<file path="config.mk">
export PLATFORM = sky130hd
export DESIGN_NAME = cpu_ctrl_fsm
export DESIGN_NICKNAME = d
export VERILOG_FILES = /design/src/rtl/cpu_pkg.sv /design/src/rtl/branch_cond_eval.sv /design/src/rtl/cpu_ctrl_fsm.sv
export SDC_FILE = /design/constraint.sdc
export NUM_CORES = 1
export LEC_CHECK = 0
export CORE_MARGIN = 2
export CORE_UTILIZATION = 46
export DETAILED_ROUTE_END_ITERATION = 10
export GPL_TIMING_DRIVEN = 1
export PLACE_DENSITY = 0.81
export SYNTH_ARGS = -nofsm -noshare
export SYNTH_HDL_FRONTEND = slang
export SYNTH_HIERARCHICAL = 1
export SYNTH_SLANG_ARGS = --single-unit
</file>
<file path="constraint.sdc">
create_clock -name clk -period 2.66 [get_ports clk]
set_clock_uncertainty 0.1 [all_clocks]
set_input_delay 0.665 -clock clk [delete_from_list [all_inputs] [get_ports clk]]
set_output_delay 0.665 -clock clk [all_outputs]
set_load 0.02 [all_outputs]
</file>
<file path="src/rtl/cpu_pkg.sv">
// Shared types and encodings for the 8-bit CPU control sequencer.
package cpu_pkg;

    typedef enum logic [3:0] {
        ST_FETCH,
        ST_DECODE,
        ST_OPR_LO,
        ST_OPR_HI,
        ST_EXEC,
        ST_MEM_RD,
        ST_MEM_WB,
        ST_MEM_WR,
        ST_HALT
    } state_t;

    localparam logic [3:0] BR_JMP = 4'd0;
    localparam logic [3:0] BR_JZ  = 4'd1;
    localparam logic [3:0] BR_JNZ = 4'd2;
    localparam logic [3:0] BR_JC  = 4'd3;
    localparam logic [3:0] BR_JNC = 4'd4;
    localparam logic [3:0] BR_JP  = 4'd5;
    localparam logic [3:0] BR_JM  = 4'd6;
    localparam logic [3:0] BR_JPE = 4'd7;
    localparam logic [3:0] BR_JPO = 4'd8;

    localparam logic [1:0] WSEL_REG = 2'd0;
    localparam logic [1:0] WSEL_ALU = 2'd1;
    localparam logic [1:0] WSEL_IMM = 2'd2;
    localparam logic [1:0] WSEL_MEM = 2'd3;

    // Bit positions inside the {S,Z,P,C} flags vector
    localparam int FLG_S = 3;
    localparam int FLG_Z = 2;
    localparam int FLG_P = 1;
    localparam int FLG_C = 0;

endpackage

</file>
<file path="src/rtl/branch_cond_eval.sv">
// Combinational branch-condition evaluator: decides whether a branch of the
// given type is taken for the current {S,Z,P,C} flags.
module branch_cond_eval
    import cpu_pkg::*;
(
    input  logic [3:0] branch_type,
    input  logic [3:0] flags,
    output logic       taken
);

    always_comb begin
        taken = 1'b0;
        case (branch_type)
            BR_JMP:  taken = 1'b1;
            BR_JZ:   taken = flags[FLG_Z];
            BR_JNZ:  taken = ~flags[FLG_Z];
            BR_JC:   taken = flags[FLG_C];
            BR_JNC:  taken = ~flags[FLG_C];
            BR_JP:   taken = ~flags[FLG_S];
            BR_JM:   taken = flags[FLG_S];
            BR_JPE:  taken = flags[FLG_P];
            BR_JPO:  taken = ~flags[FLG_P];
            default: taken = 1'b0;
        endcase
    end

endmodule

</file>
<file path="src/rtl/cpu_ctrl_fsm.sv">
// Multi-cycle fetch/decode/execute sequencer owning PC, IR and operand latches.
// Define CPU_CTRL_RETIRE_CNT_EN to add the retired-instruction counter output.
module cpu_ctrl_fsm
    import cpu_pkg::*;
#(
    parameter logic [15:0] RESET_PC = 16'h0000
`ifdef CPU_CTRL_RETIRE_CNT_EN
    ,
    parameter int CNT_W = 32
`endif
) (
    input  logic        clk,
    input  logic        rst,
    output logic        mem_req,
    output logic        mem_we,
    output logic [15:0] mem_addr,
    output logic [7:0]  mem_wdata,
    input  logic        mem_ready,
    input  logic [7:0]  mem_rdata,
    input  logic [7:0]  a_value,
    output logic [7:0]  ir,
    input  logic        dec_reg_write,
    input  logic        dec_mem_read,
    input  logic        dec_mem_write,
    input  logic        dec_use_alu,
    input  logic        dec_use_immediate,
    input  logic        dec_halt,
    input  logic        dec_is_branch,
    input  logic [3:0]  dec_branch_type,
    input  logic [1:0]  dec_inst_length,
    input  logic [3:0]  flags,
    output logic        rf_we,
    output logic [1:0]  rf_wsel,
    output logic [7:0]  imm_data,
    output logic        flags_we,
    output logic [15:0] pc,
    output logic        instr_done,
    output logic        halted
`ifdef CPU_CTRL_RETIRE_CNT_EN
    ,
    output logic [CNT_W-1:0] retired_cnt
`endif
);

    state_t      state, state_nx;
    logic [7:0]  opr_lo, opr_hi, ld_data;
    logic        rst_q;
    logic        ld_ir, ld_lo, ld_hi, ld_rd, pc_inc, pc_jump;
    logic        br_taken;

    branch_cond_eval u_branch_cond_eval (
        .branch_type (dec_branch_type),
        .flags       (flags),
        .taken       (br_taken)
    );

    assign mem_wdata = a_value;

    always_comb begin
        state_nx   = state;
        mem_req    = 1'b0;
        mem_we     = 1'b0;
        mem_addr   = pc;
        rf_we      = 1'b0;
        rf_wsel    = WSEL_REG;
        imm_data   = opr_lo;
        flags_we   = 1'b0;
        instr_done = 1'b0;
        halted     = 1'b0;
        ld_ir      = 1'b0;
        ld_lo      = 1'b0;
        ld_hi      = 1'b0;
        ld_rd      = 1'b0;
        pc_inc     = 1'b0;
        pc_jump    = 1'b0;
        case (state)
            ST_FETCH: begin
                mem_req = 1'b1;
                if (mem_ready) begin
                    ld_ir    = 1'b1;
                    pc_inc   = 1'b1;
                    state_nx = ST_DECODE;
                end
            end
            ST_DECODE: begin
                if (dec_halt) begin
                    instr_done = 1'b1;
                    state_nx   = ST_HALT;
                end else if (dec_inst_length >= 2'd2) begin
                    state_nx = ST_OPR_LO;
                end else begin
                    state_nx = ST_EXEC;
                end
            end
            ST_OPR_LO: begin
                mem_req = 1'b1;
                if (mem_ready) begin
                    ld_lo    = 1'b1;
                    pc_inc   = 1'b1;
                    state_nx = (dec_inst_length == 2'd3) ? ST_OPR_HI : ST_EXEC;
                end
            end
            ST_OPR_HI: begin
                mem_req = 1'b1;
                if (mem_ready) begin
                    ld_hi    = 1'b1;
                    pc_inc   = 1'b1;
                    state_nx = ST_EXEC;
                end
            end
            ST_EXEC: begin
                if (dec_mem_read) begin
                    state_nx = ST_MEM_RD;
                end else if (dec_mem_write) begin
                    state_nx = ST_MEM_WR;
                end else if (dec_is_branch) begin
                    pc_jump    = br_taken;
                    instr_done = 1'b1;
                    state_nx   = ST_FETCH;
                end else begin
                    // CMP-style ops have use_alu without reg_write: flags only
                    rf_we      = dec_reg_write;
                    rf_wsel    = dec_use_alu ? WSEL_ALU :
                                 dec_use_immediate ? WSEL_IMM : WSEL_REG;
                    flags_we   = dec_use_alu;
                    instr_done = 1'b1;
                    state_nx   = ST_FETCH;
                end
            end
            ST_MEM_RD: begin
                mem_req  = 1'b1;
                mem_addr = {opr_hi, opr_lo};
                if (mem_ready) begin
                    ld_rd    = 1'b1;
                    state_nx = ST_MEM_WB;
                end
            end
            ST_MEM_WB: begin
                rf_we      = 1'b1;
                rf_wsel    = WSEL_MEM;
                imm_data   = ld_data;
                instr_done = 1'b1;
                state_nx   = ST_FETCH;
            end
            ST_MEM_WR: begin
                mem_req  = 1'b1;
                mem_we   = 1'b1;
                mem_addr = {opr_hi, opr_lo};
                if (mem_ready) begin
                    instr_done = 1'b1;
                    state_nx   = ST_FETCH;
                end
            end
            ST_HALT: begin
                halted = 1'b1;
            end
            default: state_nx = ST_FETCH;
        endcase
        // The reset state is FETCH, so strobes are held off for the cycle after rst is sampled
        if (rst_q) begin
            mem_req    = 1'b0;
            mem_we     = 1'b0;
            rf_we      = 1'b0;
            flags_we   = 1'b0;
            instr_done = 1'b0;
        end
    end

    always_ff @(posedge clk) begin
        rst_q <= rst;
        if (rst) begin
            state   <= ST_FETCH;
            pc      <= RESET_PC;
            ir      <= 8'h00;
            opr_lo  <= 8'h00;
            opr_hi  <= 8'h00;
            ld_data <= 8'h00;
        end else begin
            state <= state_nx;
            if (ld_ir) ir <= mem_rdata;
            if (ld_lo) opr_lo <= mem_rdata;
            if (ld_hi) opr_hi <= mem_rdata;
            if (ld_rd) ld_data <= mem_rdata;
            if (pc_jump) pc <= {opr_hi, opr_lo};
            else if (pc_inc) pc <= pc + 16'd1;
        end
    end

`ifdef CPU_CTRL_RETIRE_CNT_EN
    always_ff @(posedge clk) begin
        if (rst) retired_cnt <= '0;
        else if (instr_done) retired_cnt <= retired_cnt + CNT_W'(1);
    end
`endif

endmodule

</file>
* Yosys cells after proc, flatten, opt, wreduce, memory -nomap -nowiden
Index checks and enable logic that the tools add are counted.
** Storage, ports and cells
- Memories :: 0
- Logic and storage cells :: 95
- Latch bits :: 0
- Bits in writable memories :: 0
- ROM bits :: 0
- Register bits after elaboration :: 53
** Cells by class
- Divide/modulo/power cells :: 0
- Reductions and logical operators :: 7
- Mux-type cells :: 52
- Eq/ne operators :: 22
- $mul :: 0
- Bitwise operators :: 5
- Add/subtract/negate cells :: 1
- Order comparisons :: 1
- Shift-type cells :: 0
** Operators with widths (number)
- 16-bit 2-to-1 mux :: 3
- 4-bit by 3-bit == test with 1-bit output (second input constant) :: 8
- 4-bit case mux with 8 select lines :: 1
- 1-bit 2-to-1 mux :: 28
- 4-bit 2-to-1 mux :: 6
- 16-bit by 1-bit adder with 16-bit output (second input constant) :: 1
- 4-bit by 2-bit == test with 1-bit output (second input constant) :: 4
- 3-bit 2-to-1 mux :: 4
- 2-bit 2-to-1 mux :: 5
- 2-bit inequality test (second input constant) :: 5
- 1-bit case mux with 9 select lines :: 1
- 4-bit by 1-bit == test with 1-bit output (second input constant) :: 2
- 4-bit == test (second input constant) :: 2
- 4-bit logical NOT :: 2
- 8-bit 2-to-1 mux :: 1
- 6-bit AND reduction :: 1
- 1-bit inverter :: 5
- 5-bit OR reduction :: 1
- 1-bit case mux with 4 select lines :: 1
- 2-bit case mux with 2 select lines :: 1
- 3-bit OR reduction :: 1
- 2-bit == test (second input constant) :: 1
- 2-bit >= comparator (second input constant) :: 1
- 1-bit case mux with 2 select lines :: 1
- other kinds (2) :: 2

* Depth between registers and ports, before layout
Gate-level depths: netlist (run 1).
- Depth in word-level cells :: 7
- Depth in mapped cells :: 9

* Cells and area by module
Netlist (run 1), hierarchy kept.
** By module, submodules not included
- cpu_ctrl_fsm :: seq. area each 1061.0 um^2, area each 2856.5 um^2, times used 1, cells an instance 347
- branch_cond_eval :: seq. area each 0.0 um^2, area each 73.8 um^2, times used 1, cells an instance 12

* Least setup slack after synthesis (run 1)
OpenSTA, ideal clock, no wires.
- Path type :: register to output
- From :: register state[1]
- To :: output port instr_done
- Arrival :: 1.756 ns
- Path buffers :: 1
- Path slack :: 0.139 ns
- Data required time :: 1.895 ns
- Cell stages (with the launch flop) :: 7
- Cells stage by stage :: dfxtp_1 buf_4 nor4b_1 nand2_1 nand2_1 a21oi_1 nor4_1
** Between the ends
- Longest elaborated chain between the ends :: 3
** Ends and longest elaborated chain
- from (decl) :: RTL line cpu_ctrl_fsm.sv:45 : state_t state, state_nx;
- from (signal assigned) :: RTL line cpu_ctrl_fsm.sv:179 : state <= state_nx;
- 4-bit by 3-bit == test with 1-bit output or 4-bit by 1-bit == test with 1-bit output (tied branches) :: RTL line cpu_ctrl_fsm.sv:76 : case (state)
- 1-bit case mux with 4 select lines (*) :: RTL line cpu_ctrl_fsm.sv:76
- 1-bit 2-to-1 mux (*) :: RTL line cpu_ctrl_fsm.sv:160 : if (rst_q) begin
- to (decl) :: RTL line cpu_ctrl_fsm.sv:37 : output logic instr_done,
Every way passes the cells marked *; elsewhere a longest branch is shown, timed or not.

* Worst setup path after layout (run 1)
- From :: register state[0]
- To :: output port mem_addr[4]
** Between the ends
- Longest elaborated chain between the ends :: 3
** Ends and longest elaborated chain
- 4-bit by 3-bit == test with 1-bit output :: RTL line cpu_ctrl_fsm.sv:76
- 2-bit OR reduction (no line) (*)
- 16-bit 2-to-1 mux (*) :: RTL line cpu_ctrl_fsm.sv:76
- to (decl) :: RTL line cpu_ctrl_fsm.sv:16 : output logic [15:0] mem_addr,
Marked as above.

==> results.cfg, run 1 <==
[min_path]
hold_class = reg -> reg

[worst_setup_path]
path_class = reg -> out
critPathLaunchType = register
path_max_fanout = 16
end_kind = output port
arrival_ps = 1820
required_ps = 1890

[timing]
whs_ps = 404
setup_viol = 0
finalWorstSetupSlack_ps = 72.5
final.min_clock_period_ps = 2590
rsz0062_at_grt = yes
setup-tns-final_ps = 0
timing.slew.headroom = 0.628
final_max_slew_viol_count = 0
fmax_mhz = 386
worst_slew_pin_slew_ps = 557
hold_viol_final = 0
fin_crit_sh = 0.973

[synth]
synth.cells.most_frequent = dfxtp_1 (53), nor2_1 (53), nand2_1 (52), mux2i_1 (35)
netlist_area_mm2 = 0.00293
synthTopCellsByArea = dfxtp_1 (36%), mux2i_1 (12%), nor2_1 (6.8%)
synth_area_leader_cell = dfxtp_1
syn_avg_cell_area_um2 = 8.16
synth_edf_count = 0
syn-instance-count = 359
ys_seq_area_frac = 0.362
async_reset_ff_frac = 0
yosys.cell_types.count = 47
synth_warnings = 6
ys_ff_latch = 53
synth-main-ff-cell = dfxtp_1
syn_nets = 396
netlist.area_leader.share = 0.362

[global_route]
use_met3 = 0.0574
antenna_found_initial = 0
track_usage = 0.221
grt_pass1_vias = 2728
grt_most_used_layer = met2
grt_pass1_wl_um = 12800
use_met2 = 0.361
grt.overflow.total = 0
use_met1 = 0.288
grt_start_max_net_pins = 29

[routing]
post_drt_wl_per_cell_um = 14.8
vias = 2912
drc = 0
drt_wl_total_um = 7820
vias_per_cell = 5.50
drtAntennaViolNets = 0
first_pass_iters = 4
drtIter0Drc = 196

[cts]
cts_buffers = 5
cts.clk_slew.worst_paths_ps = 100
cts_buffer_depth = 2
cts_max_level = 2
insertion_delay_ps = 320
cts_tree = built
cts_sinks = 53
root_buffer = clkbuf_8
hold_buffers = 0

[die]
die_w_um = 83.8
ioPinCount = 100
start_util = 0.470
core_mm2 = 0.00624
num_rows = 29
dieArea_mm2 = 0.00702
die_h_um = 83.8

[power_and_ir_drop]
irDropWorstVdd_mv = 0.358
power_leakage_nw = 1.67
power.total_mw = 1.73
p_switching_mw = 0.518
p_seq_frac = 0.488
p_clk_frac = 0.269
p_per_area_mw_per_mm2 = 437
p_int_mw = 1.21
p_sw_frac = 0.300
pwr-share-comb = 0.244

[place]
dp_cells = 519
gp_congestion = 0.909
dp_hpwl_um = 5900
pre_cts_ws_ps = -427
numPortBuffers = 83

[layout]
layout.nets = 488
fin_cells = 529
antenna_cells = 0
area_growth_pct = 34.8
drive_gt1_frac = 0.199

[run]
cap_violations = 0

[status]
outcome = complete, no violations
## cells in the final DEF (no fill, tap or decap), types with 4 or more instances in the layout
master | netlist | final
xnor2_1 | 4 | 4
mux2_2 | 17 | 17
nor2_1 | 53 | 50
nand3_1 | 12 | 12
clkdlybuf4s15_1 | 0 | 6
a22oi_1 | 8 | 8
o21ai_0 | 8 | 8
mux2i_1 | 35 | 35
buf_2 | 4 | 4
nor4_1 | 5 | 5
inv_1 | 7 | 7
clkbuf_8 | 0 | 5
nand2_1 | 52 | 50
dfxtp_1 | 53 | 53
clkdlybuf4s50_1 | 0 | 49
a31oi_1 | 7 | 7
a21oi_1 | 17 | 17
or3_1 | 4 | 4
buf_4 | 10 | 28
clkbuf_2 | 0 | 18
nor3_1 | 5 | 5
nand4_1 | 4 | 4
## cell families after synthesis
| logic type | Yosys count | synth area share |
|---|---|---|
| compound gates | 54 | 0.117 |
| xor+xnor | 5 | 0.0149 |
| fa+ha+maj | 1 | 0.00427 |
| buf+inv | 35 | 0.0619 |
| flops | 53 | 0.362 |
| mux | 52 | 0.185 |
| simple gates | 159 | 0.255 |
## area by class of cell
| type | instances | area [µm²] |
|---|---|---|
| clock inverters | 3 | 21.3 |
| well taps | 77 | 96.3 |
| flip-flops and latches | 53 | 1060 |
| clock buffers | 5 | 68.8 |
| inverters | 7 | 26.3 |
| multi-input cells | 271 | 1710 |
| repair buffers | 113 | 967 |
| fillers | 548 | 2290 |
## through the flow
stage / utilization / area [µm²]
floorplan: - / 2930
global placement: 0.628 / 3920
detailed placement: 0.628 / 3920
CTS: 0.637 / 3980
global route: 0.633 / 3950
finish: 0.633 / 3950
## flip-flops by register name, summed over array words and instances (netlist names)
register  flops
rst_q         1
ir            8
ld_data       8
opr_hi        8
pc           16
opr_lo        8
state         4
## critical path, stage by stage (launching register included)
cell             delay [ps]
dfxtp_1                 320
buf_4                   160
nor2b_2                 160
nand2_2                 110
buf_12                  160
mux2_2                  330
clkdlybuf4s15_1         280
## per-layer routing
layer / up-vias / routed length, µm
li1: 1443 / -
met1: 1364 / 3420
met2: 94 / 3690
met3: 11 / 590
met4: 0 / 119
met5: - / 0
## path summary, 6_finish.rpt
check	depth (start not counted)	from	endpoint	slack (ps)
setup reg to reg	5	state[1]	pc[6]	720
setup / recovery	6	state[0]	mem_addr[4]	70
hold reg to reg	2	opr_hi[0]	pc[8]	400
hold / removal	2	opr_hi[0]	pc[8]	400
## power groups by stage
| stage | logic [mW] | registers, mW | clock network (mW) |
|---|---|---|---|
| final | 0.421 | 0.842 | 0.464 |
| after global routing | 0.456 | 0.846 | 0.507 |
| after CTS | 0.418 | 0.842 | 0.476 |
| after detailed placement | 0.421 | 0.860 | 0 |
| after global placement | 0.412 | 0.858 | 0 |
| after floorplan | 0.228 | 0.880 | 0 |
## timing repair
action | in CTS | in global routing
resized for setup | 53 | 50
buffers inserted | 1 | 1
hold endpoints to repair | 0 | 0
setup endpoints to repair | 31 | 29
pin swaps | 1 | 4
No activity file was read; power rests on OpenSTA's default activity.
==> run 2: changes to the inputs <==
--- a/config.mk
+++ b/config.mk
@@ -10,6 +10,7 @@
 export DETAILED_ROUTE_END_ITERATION = 10
 export GPL_TIMING_DRIVEN = 1
 export PLACE_DENSITY = 0.81
+export SKIP_CTS_REPAIR_TIMING = 1
 export SYNTH_ARGS = -nofsm -noshare
 export SYNTH_HDL_FRONTEND = slang
 export SYNTH_HIERARCHICAL = 1
==> results.cfg, run 2 (synthesized netlist as in run 1, its figures left out) <==
[global_route]
antenna_found_initial = 0
grt.overflow.total = 0
grt_pass1_wl_um = 12900
grt_start_max_net_pins = 29
grt_pass1_vias = 2732
track_usage = 0.223

[min_path]
hold_depth = 2
hold_class = reg -> reg

[routing]
post_drt_wl_per_cell_um = 15.1
drtIter0Drc = 198
drc = 0
drt_wl_total_um = 7940
vias = 2914
vias_per_cell = 5.53
first_pass_iters = 4
drtAntennaViolNets = 0

[power_and_ir_drop]
pwr-share-comb = 0.245
p_sw_frac = 0.299
p_clk_frac = 0.268
power_leakage_nw = 2.06
power.total_mw = 1.73
p_per_area_mw_per_mm2 = 425
p_switching_mw = 0.517
irDropWorstVdd_mv = 0.356
p_seq_frac = 0.487
p_int_mw = 1.21

[timing]
hold_viol_final = 0
whs_ps = 406
fmax_mhz = 381
timing.slew.headroom = 0.623
final.min_clock_period_ps = 2630
fin_crit_sh = 0.987
worst_slew_pin_slew_ps = 564
final_max_slew_viol_count = 0
setup_viol = 0

[cts]
cts_sinks = 53
cts_buffer_depth = 2
insertion_delay_ps = 310
cts_buffers = 5
root_buffer = clkbuf_8
cts_tree = built
cts.clk_slew.worst_paths_ps = 100
cts_max_level = 2

[layout]
multi_input_area_mm2 = 0.00170
seq_area_mm2 = 0.00106
drive_gt1_frac = 0.153
top_register = pc
fillers = 533
antenna_cells = 0
largest_reg_flops = 16
layout.nets = 486
final_common_cell = dfxtp_1
final_cell_mix = dfxtp_1 (53), nand2_1 (51), clkdlybuf4s50_1 (51)
area_growth_pct = 38.8

[worst_setup_path]
critPathLaunchType = input port
arrival_ps = 1860
path_class = in -> out
required_ps = 1890
path_max_fanout = 2
rr_worst_depth = 5
end_kind = output port

[die]
num_rows = 29
die_h_um = 83.8
core_mm2 = 0.00624
start_util = 0.470
dieArea_mm2 = 0.00702
die_w_um = 83.8
ioPinCount = 100

[place]
numPortBuffers = 83
gp_congestion = 0.909
dp_hpwl_um = 5900

[run]
cap_violations = 0

[status]
outcome = complete, no violations
## run 2: cell count changes in the layout (fill, tap and decap cells not counted), moves of 2 or more
cell / delta
dlygate4sd2_1: -2
clkdlybuf4s15_1: -6
dlymetal6s2s_1: +23
clkbuf_2: -15
buf_4: -2
clkdlybuf4s50_1: +2
## run 2: per-stage QoR
stage | util | cells | instance area [µm²] | worst slack, ps | TNS [ps]
2_1_floorplan | - | 359 | 2930 | 139 | 0
3_3_place_gp | 0.628 | 519 | 3920 | -375 | -2000
3_5_place_dp | 0.628 | 519 | 3920 | -427 | -2760
4_1_cts | 0.643 | 527 | 4010 | -429 | -8390
5_1_grt | 0.652 | 527 | 4070 | -43.1 | -101
6_report | 0.652 | 527 | 4070 | 34.2 | 0
## run 2: path summary, 6_finish.rpt
check / from / slack (ps) / to
worst max-delay path: dec_mem_read / 30 / instr_done
worst min-delay path: opr_hi[0] / 410 / pc[8]
worst max register to register: state[1] / 710 / pc[6]
worst min register to register: opr_hi[0] / 410 / pc[8]
## run 2: cell type report
class	instances	share of cell area
Multi-Input combinational cell	271	0.419
Timing Repair Buffer	111	0.268
Sequential cell	53	0.261
Tap cell	77	0.0237
Clock buffer	5	0.0169
Inverter	7	0.00646
Clock inverter	3	0.00523
## run 2: per-layer routing
| metal | vias up | share of wire | GRT usage |
|---|---|---|---|
| li1 | 1438 | - | - |
| met1 | 1371 | 0.45 | 0.290 |
| met2 | 89 | 0.47 | 0.364 |
| met3 | 16 | 0.063 | 0.0574 |
| met4 | 0 | 0.022 | 0.0674 |
| met5 | - | 0 | 0 |
## run 2: critical path: stages
cell and delay [ps]:
clkdlybuf4s50_1 440, nor2_2 180, nand2_2 100, nand2_1 80, a21oi_1 40, nor4_1 150
buf_2 200
## run 2: power by group through the flow
stage,combinational [mW],sequential (mW),clock (mW)
after floorplan,0.228,0.880,0
after global placement,0.412,0.858,0
after detailed placement,0.421,0.860,0
after CTS,0.423,0.841,0.476
after global routing,0.460,0.846,0.507
final,0.425,0.842,0.463
